$ cat config.mk
export PLATFORM = sky130hd
export DESIGN_NAME = sa_tile_streamer
export DESIGN_NICKNAME = d
export VERILOG_FILES = /design/src/rtl/sa_pkg.sv /design/src/rtl/sa_result_packer.sv /design/src/rtl/sa_tile_streamer.sv
export SDC_FILE = /design/constraint.sdc
export NUM_CORES = 1
export LEC_CHECK = 0
export ABC_AREA = 0
export CAP_MARGIN = 10
export CORE_AREA = 2 2 326 328
export DETAILED_ROUTE_END_ITERATION = 8
export DIE_AREA = 0 0 328 330
export HOLD_SLACK_MARGIN = 0.12
export PLACE_DENSITY = 0.35
export REMOVE_ABC_BUFFERS = 1
export SYNTH_ARGS = -nofsm -noshare
export SYNTH_HDL_FRONTEND = slang
export SYNTH_SLANG_ARGS = --single-unit
export TNS_END_PERCENT = 50
$ cat constraint.sdc
create_clock -name clk -period 3.3 [get_ports clk]
set_clock_uncertainty 0.05 [all_clocks]
set_input_delay 0.825 -clock clk [delete_from_list [all_inputs] [get_ports clk]]
set_output_delay 0.825 -clock clk [all_outputs]
set_load 0.02 [all_outputs]
$ cat src/rtl/sa_pkg.sv
// Shared definitions for the systolic-array host streamer: FSM states,
// default array geometry and lane pack/unpack helpers.
package sa_pkg;

  localparam int DEF_ROWS     = 8;
  localparam int DEF_INWIDTH  = 8;
  localparam int DEF_OUTWIDTH = 32;

  typedef enum logic [1:0] {
    IDLE,
    FEED,
    FLUSH,
    DRAIN
  } stream_state_t;

  typedef logic [DEF_INWIDTH-1:0]  in_lanes_t  [DEF_ROWS];
  typedef logic [DEF_OUTWIDTH-1:0] out_lanes_t [DEF_ROWS];

  // Split a flat operand word into lanes; lane i sits at [i*INWIDTH +: INWIDTH].
  function automatic in_lanes_t unpack_in(input logic [DEF_ROWS*DEF_INWIDTH-1:0] flat);
    in_lanes_t lanes;
    for (int unsigned i = 0; i < DEF_ROWS; i++) begin
      lanes[i] = flat[i*DEF_INWIDTH +: DEF_INWIDTH];
    end
    return lanes;
  endfunction

  // Flatten per-column results; column i lands at [i*OUTWIDTH +: OUTWIDTH].
  function automatic logic [DEF_ROWS*DEF_OUTWIDTH-1:0] pack_out(input out_lanes_t lanes);
    logic [DEF_ROWS*DEF_OUTWIDTH-1:0] flat;
    flat = '0;
    for (int unsigned i = 0; i < DEF_ROWS; i++) begin
      flat[i*DEF_OUTWIDTH +: DEF_OUTWIDTH] = lanes[i];
    end
    return flat;
  endfunction

endpackage

$ cat src/rtl/sa_result_packer.sv
// Flattens the core's per-column result port into one memory word and
// detects a complete (all columns valid) result vector.
module sa_result_packer
  import sa_pkg::*;
#(
  parameter int ROWS     = DEF_ROWS,
  parameter int OUTWIDTH = DEF_OUTWIDTH
) (
  input  logic [OUTWIDTH-1:0]      routport [0:ROWS-1],
  input  logic [0:ROWS-1]          rvalidport,
  output logic [ROWS*OUTWIDTH-1:0] res_flat,
  output logic                     all_valid
);

  // Pack columns and reduce valids; a partially valid vector is never ready.
  always_comb begin
    res_flat = '0;
    for (int unsigned i = 0; i < ROWS; i++) begin
      res_flat[i*OUTWIDTH +: OUTWIDTH] = routport[i];
    end
    all_valid = &rvalidport;
  end

endmodule

$ cat src/rtl/sa_tile_streamer.sv
// Host-side tile streamer: reads K operand vectors from the A/W memories and
// feeds them to the systolic core, then drains ROWS result vectors into the
// result memory, reporting done or err.
module sa_tile_streamer
  import sa_pkg::*;
#(
  parameter int ROWS     = DEF_ROWS,
  parameter int INWIDTH  = DEF_INWIDTH,
  parameter int OUTWIDTH = DEF_OUTWIDTH,
  parameter int MAX_K    = 16,
  parameter int AW       = 8,
  parameter int TIMEOUT  = 1024
) (
  input  logic                      clk,
  input  logic                      rstn,
  input  logic                      cmd_valid,
  output logic                      cmd_ready,
  input  logic [$clog2(MAX_K):0]    cmd_k,
  input  logic [AW-1:0]             cmd_abase,
  input  logic [AW-1:0]             cmd_wbase,
  input  logic [AW-1:0]             cmd_rbase,
  output logic                      done,
  output logic                      err,
  output logic [AW-1:0]             a_raddr,
  input  logic [ROWS*INWIDTH-1:0]   a_rdata,
  output logic [AW-1:0]             w_raddr,
  input  logic [ROWS*INWIDTH-1:0]   w_rdata,
  output logic                      r_we,
  output logic [AW-1:0]             r_waddr,
  output logic [ROWS*OUTWIDTH-1:0]  r_wdata,
  output logic                      inpvalid,
  output logic [INWIDTH-1:0]        ainport [0:ROWS-1],
  output logic [INWIDTH-1:0]        winport [0:ROWS-1],
  input  logic [OUTWIDTH-1:0]       routport [0:ROWS-1],
  input  logic [0:ROWS-1]           rvalidport,
  output logic                      outread
);

  localparam int KW = $clog2(MAX_K) + 1;
  localparam int MW = $clog2(ROWS + 1);
  localparam int TW = $clog2(TIMEOUT + 1);

  stream_state_t state, state_nxt;

  logic [KW-1:0]            k_q, n_cnt;
  logic [AW-1:0]            abase_q, wbase_q, rbase_q;
  logic [MW-1:0]            m_cnt;
  logic [TW-1:0]            wd_cnt;
  logic                     hold_q;
  logic                     rd_v1;
  logic                     k_legal, last_feed, last_vec, wd_expire;
  logic                     accept, done_nxt, err_nxt;
  logic                     all_valid;
  logic [ROWS*OUTWIDTH-1:0] res_flat;

  sa_result_packer #(
    .ROWS     (ROWS),
    .OUTWIDTH (OUTWIDTH)
  ) u_packer (
    .routport   (routport),
    .rvalidport (rvalidport),
    .res_flat   (res_flat),
    .all_valid  (all_valid)
  );

  assign k_legal   = (cmd_k != '0) && (cmd_k <= KW'(MAX_K));
  assign last_feed = (n_cnt == k_q - KW'(1));
  assign last_vec  = (m_cnt == MW'(ROWS - 1));
  assign wd_expire = (wd_cnt == TW'(TIMEOUT - 1));

  // State register.
  always_ff @(posedge clk) begin
    if (!rstn) state <= IDLE;
    else       state <= state_nxt;
  end

  // Next-state decode plus the combinational memory/core handshake outputs.
  always_comb begin
    state_nxt = state;
    cmd_ready = 1'b0;
    a_raddr   = '0;
    w_raddr   = '0;
    r_we      = 1'b0;
    r_waddr   = '0;
    r_wdata   = '0;
    outread   = 1'b0;
    accept    = 1'b0;
    done_nxt  = 1'b0;
    err_nxt   = 1'b0;
    case (state)
      IDLE: begin
        cmd_ready = 1'b1;
        if (cmd_valid) begin
          if (k_legal) state_nxt = FEED;
          else         err_nxt   = 1'b1;
        end
      end
      FEED: begin
        a_raddr = abase_q + AW'(n_cnt);
        w_raddr = wbase_q + AW'(n_cnt);
        if (last_feed) state_nxt = FLUSH;
      end
      FLUSH: state_nxt = DRAIN;
      DRAIN: begin
        // hold_q blocks the cycle right after an accept so the core can retire the vector
        if (all_valid && !hold_q) begin
          accept  = 1'b1;
          r_we    = 1'b1;
          r_waddr = rbase_q + AW'(m_cnt);
          r_wdata = res_flat;
          outread = 1'b1;
          if (last_vec) begin
            done_nxt  = 1'b1;
            state_nxt = IDLE;
          end
        end else if (wd_expire) begin
          err_nxt   = 1'b1;
          state_nxt = IDLE;
        end
      end
      default: state_nxt = IDLE;
    endcase
  end

  // Command latch, feed/drain counters, read pipeline and status pulses.
  always_ff @(posedge clk) begin
    if (!rstn) begin
      k_q      <= '0;
      abase_q  <= '0;
      wbase_q  <= '0;
      rbase_q  <= '0;
      n_cnt    <= '0;
      m_cnt    <= '0;
      wd_cnt   <= '0;
      hold_q   <= 1'b0;
      rd_v1    <= 1'b0;
      inpvalid <= 1'b0;
      done     <= 1'b0;
      err      <= 1'b0;
      for (int unsigned i = 0; i < ROWS; i++) begin
        ainport[i] <= '0;
        winport[i] <= '0;
      end
    end else begin
      if (state == IDLE && cmd_valid && k_legal) begin
        k_q     <= cmd_k;
        abase_q <= cmd_abase;
        wbase_q <= cmd_wbase;
        rbase_q <= cmd_rbase;
      end
      n_cnt <= (state == FEED) ? n_cnt + KW'(1) : '0;
      // Address cycle -> memory data cycle -> registered onto the core port.
      rd_v1    <= (state == FEED);
      inpvalid <= rd_v1;
      if (rd_v1) begin
        for (int unsigned i = 0; i < ROWS; i++) begin
          ainport[i] <= a_rdata[i*INWIDTH +: INWIDTH];
          winport[i] <= w_rdata[i*INWIDTH +: INWIDTH];
        end
      end
      if (state != DRAIN) m_cnt <= '0;
      else if (accept)    m_cnt <= m_cnt + MW'(1);
      hold_q <= accept;
      if (state != DRAIN || accept) wd_cnt <= '0;
      else                          wd_cnt <= wd_cnt + TW'(1);
      done <= done_nxt;
      err  <= err_nxt;
    end
  end

endmodule

# Word level (Yosys, flattened, before mapping)
# Cells that the tools add are included.
# classes
addsub	7
n_lt_le_gt_ge	1
n_eq_ne	12
muxes	22
bitwise_logic	1
reduce_logical	14
# ops
op	n
$mux 256	2
$mux 8	4
$add 8x5->8	2
$mux 2	6
$add 11x1->11 const B	1
$eq 11x10->1 const B	1
$add 8x4->8	1
$mux 1	8
$ne 2x2->1 const B	4
$pmux 2 s4	1
$reduce_and 8->1	1
$ne 3x3->1 const B	2
$add 5x1->5 const B	1
$eq 5x5->1	1
$le 5x5->1 const B	1
$reduce_and 5->1	1
$reduce_bool 5->1	1
$sub 5x1->5 const B	1
$add 4x1->4 const B	1
$eq 2x2->1 const B	2
$eq 4x3->1 const B	1
$logic_and 1x1->1	4
$reduce_or 2->1	2
$reduce_and 3->1	1
7 further kinds	7
# word_totals
ff_bits	184

# Logic depth before layout (Yosys ltp)
# logic_depth
word_depth	6
ltp_mapped	9

# Modules after synthesis
# From an unflattened synthesis, not the netlist that was laid out.
# unflattened
cells_unflattened	1363
area_unflattened_um2	11646.2
# by_module_without_submodules
module	n_inst	cells_per_inst	area_per_inst_um2	seq_area_each_um2
sa_tile_streamer	1	1104	9708.1	3683.5
sa_result_packer	1	259	1938.1	0.0

# Least setup slack after synthesis
# OpenSTA, ideal clock, no wires.
# synth_path
kind	reg2out
from	reg n_cnt[1]
to	out a_raddr[7]
arrival_ns	1.993
t_required_ns	2.425
path_slack_ns	0.432
stages_incl_launch_ff	8
n_path_buf	0
cell_sequence	dfxtp_1 -> ha_1 -> a21o_1 -> a21oi_1 -> o21bai_1 -> a21oi_1 -> o21ai_0 -> a21boi_0
# synth_via
elab_chain_cells	2
# synth_lines
item	line	rtl
from (decl)	sa_tile_streamer.sv:45	logic [KW-1:0] k_q, n_cnt;
from (signal assigned)	sa_tile_streamer.sv:151	n_cnt <= (state == FEED) ? n_cnt + KW'(1) : '0;
$add 8x5->8	sa_tile_streamer.sv:99	a_raddr = abase_q + AW'(n_cnt);
$mux 8	sa_tile_streamer.sv:90	case (state)
to (decl)	sa_tile_streamer.sv:24	output logic [AW-1:0] a_raddr,
# No other way between the ends.

# Worst setup path in the final report
# layout_path
from	reg n_cnt[0]
to	out a_raddr[6]
# Same word-level chain as after synthesis.

==> reports/metrics.cfg <==
[run_status]
status = finished, violations left
violations = setup timing

[routing]
wl_mm = 89.6
drt_iter0_drc = 445
via_count = 11700
drtAntennaViolNets = 0
drc = 0
wl_per_cell_um = 26.7
firstDrtPassIters = 4
routed_via_density = 3.49

[timing]
worst_slew_pin_slew_ps = 720
period_needed_ps = 3340
setup_tns_ps = -63.5
setup_violations = 2
relSlewSlack_pct = 52.0
rsz0062_at_grt = true
finalMaxSlewViolations = 0
worst_slack_ps = -39.7
finalCritPeriodShare_pct = 101
whs_ps = 419
max_freq_mhz = 299
final_hold_viol_count = 0

[cts]
holdBufCountCts = 0
clk_pin_slew_ps = 80
clock-sinks = 184
insertion_delay_ps = 500
cts_buffers = 17
clockRootBuffer = clkbuf_16
tritoncts = done
htreeDepth = 4
clk_path_buf_depth = 2

[finish]
syn_to_final_growth_pct = 121
drive_gt1_share_pct = 23.1
nNetsFinal = 2382
final_common_cell = clkdlybuf4s50_1
final_cell_mix = clkdlybuf4s50_1, and3_1, dfxtp_1
fin_util_pct = 20.4
num-fill-cells = 11600
final_cell_count_no_fill = 3353
final_area_sq_um = 21300

[setup_path]
worst-r2r-cell-count = 8
critPathArrivalTime_ps = 2460
path_class = flop to output port
cp_data_required_time_ps = 2420
crit_path_cell_trace = buf_6 > ha_4 > fa_2 > a21o_1 > a21oi_2 > nor2b_4 > o21ai_2 > xnor2_1 > and2_4 > buf_12
reg2reg_slack_ps = 1090
cp_max_fo = 2
crit_end = a_raddr[6]
start_kind = flop
rr_startpoint = k_q[0]
cp_slowest_cell = dfxtp_2
crit_start = n_cnt[0]
cpPeakStageDelay_ps = 340
r2r_end = state[0]
worstSetupEndpointType = output port

[yosys]
syn_area_sq_um = 9650
yosysTopAreaCellShare_pct = 38.2
ys_ff_latch = 184
synthFlopType = dfxtp_1
synthDistinctLibCells = 37
async_flop_share_pct = 0
ys_top_cells_by_area = dfxtp_1, and3_1, mux2i_1
synth_area_per_cell_sq_um = 8.86
synth_edf_count = 0
yosys_warnings = 0
ys_seq_area_share_pct = 38.2
synth_largest_area_cell = dfxtp_1
syn-instance-count = 1089

[pwr]
p_leak_nw = 8.87
power_per_cell_area_nw_per_um2 = 350
peakVddDrop_mv = 0.308

[place]
io_buffer_count = 837
place_hpwl_mm = 75.6
dp.cells = 3272
gp_congestion = 0.907
dpl_cell_area_sq_um = 20500

[worst_hold_path]
min_path_type = flop to flop

[grt]
top_usage_layer = met2
antenna_found_initial = 88
track_usage_pct = 15.8
grt_max_degree = 73
grt_pass1_wl_mm = 113
met2_usage_pct = 31.3
grt_pass1_vias = 11900
met3_usage_pct = 5.81
use_met1_pct = 14.0
overflow = 0

[floorplan]
die_h_um = 330
ioPinCount = 838
rows = 119
dieArea_sq_um = 108000
die_w_um = 328
coreArea_sq_um = 105000
start_util_pct = 9.22

[run]
cap_violations = 0

-- worst min path at each step --
stage	slack, ps	end	depth (start not counted)	from
global placement	400	wd_cnt[0]	1	wd_cnt[0]
detailed placement	410	wd_cnt[0]	1	wd_cnt[0]
floorplan	380	wd_cnt[0]	1	wd_cnt[0]
CTS	420	abase_q[3]	2	abase_q[3]
finish	420	abase_q[2]	2	abase_q[2]
global route	440	abase_q[2]	2	abase_q[2]
-- critical path: cells and delay by family (launching register included) --
family / cells / cell delay, ps
compound gates: 3 / 520
xor+xnor: 1 / 130
fa+ha+maj: 2 / 490
buf+inv: 2 / 230
flops: 1 / 340
simple gates: 2 / 250
-- cell families after synthesis --
kind of cell               share of synthesized area [%]
muxes                                               13.5
buffers and inverters                               4.79
DFF                                                 38.2
xor gates and xnor gates                            3.18
adders and majority gates                           3.48
AOI/OAI and AO/OA                                   4.41
and+or+nand+nor                                     32.5
-- power breakdown --
group | total [mW] | internal [mW] | switching (mW)
Clock | 2.22 | 1.09 | 1.12
Combinational | 2.53 | 1.34 | 1.20
Sequential | 2.70 | 2.48 | 0.217
-- registers in the layout, summed over array words and instances, names as in the netlist, 2 cells and up --
signal / count
n_cnt: 5
winport: 64
abase_q: 8
state: 2
wd_cnt: 11
k_q: 5
rbase_q: 8
wbase_q: 8
ainport: 64
m_cnt: 4
-- synthesized netlist by cell type (3+ instances only) --
master / instances
mux2i_1: 130
nor2b_1: 136
a21boi_0: 21
nor2_1: 30
nand3_1: 13
clkbuf_1: 77
nor3b_1: 3
and2_1: 13
a21o_1: 5
inv_1: 11
dfxtp_1: 184
nand2_1: 71
o21ai_0: 9
a21oi_1: 11
ha_1: 22
nor3_1: 4
xnor2_1: 17
xor2_1: 18
a21boi_1: 10
and3_1: 260
or3_1: 3
buf_2: 18
fa_1: 3
-- stage by stage --
step                setup slack [ps]  total power, mW
finish                         -39.7             7.45
global route                    -161             7.87
CTS                             -178             7.65
detailed placement              -618             5.30
global placement                -633             5.28
floorplan                      -2680             3.89
-- metal layers --
metal / vias up / share of wire, %
met5: - / 0.098
met4: 12 / 4.3
met3: 197 / 8.2
met2: 571 / 56
met1: 5492 / 31
li1: 5418 / -
-- final cells by class --
type                            instances  area [sq um]  share of cell area, %
Timing Repair Buffer                  924          9410                   44.2
Sequential cell                       184          3700                   17.3
Multi-Input combinational cell        794          5780                   27.1
Clock buffer                           18           439                   2.06
Antenna cell                           16          40.0                  0.188
Clock inverter                         14           156                  0.734
Inverter                               12          45.0                  0.211
Tap cell                             1391          1740                   8.17
-- timing repair --
item / in CTS / in global routing
hold endpoints to repair: 0 / 0
resized for setup: 550 / 205
setup endpoints to repair: 271 / 204
pin swaps: 18 / 20
cloned: 8 / 2
setup buffers: 26 / 3
Power figures use the tool's default switching activity.
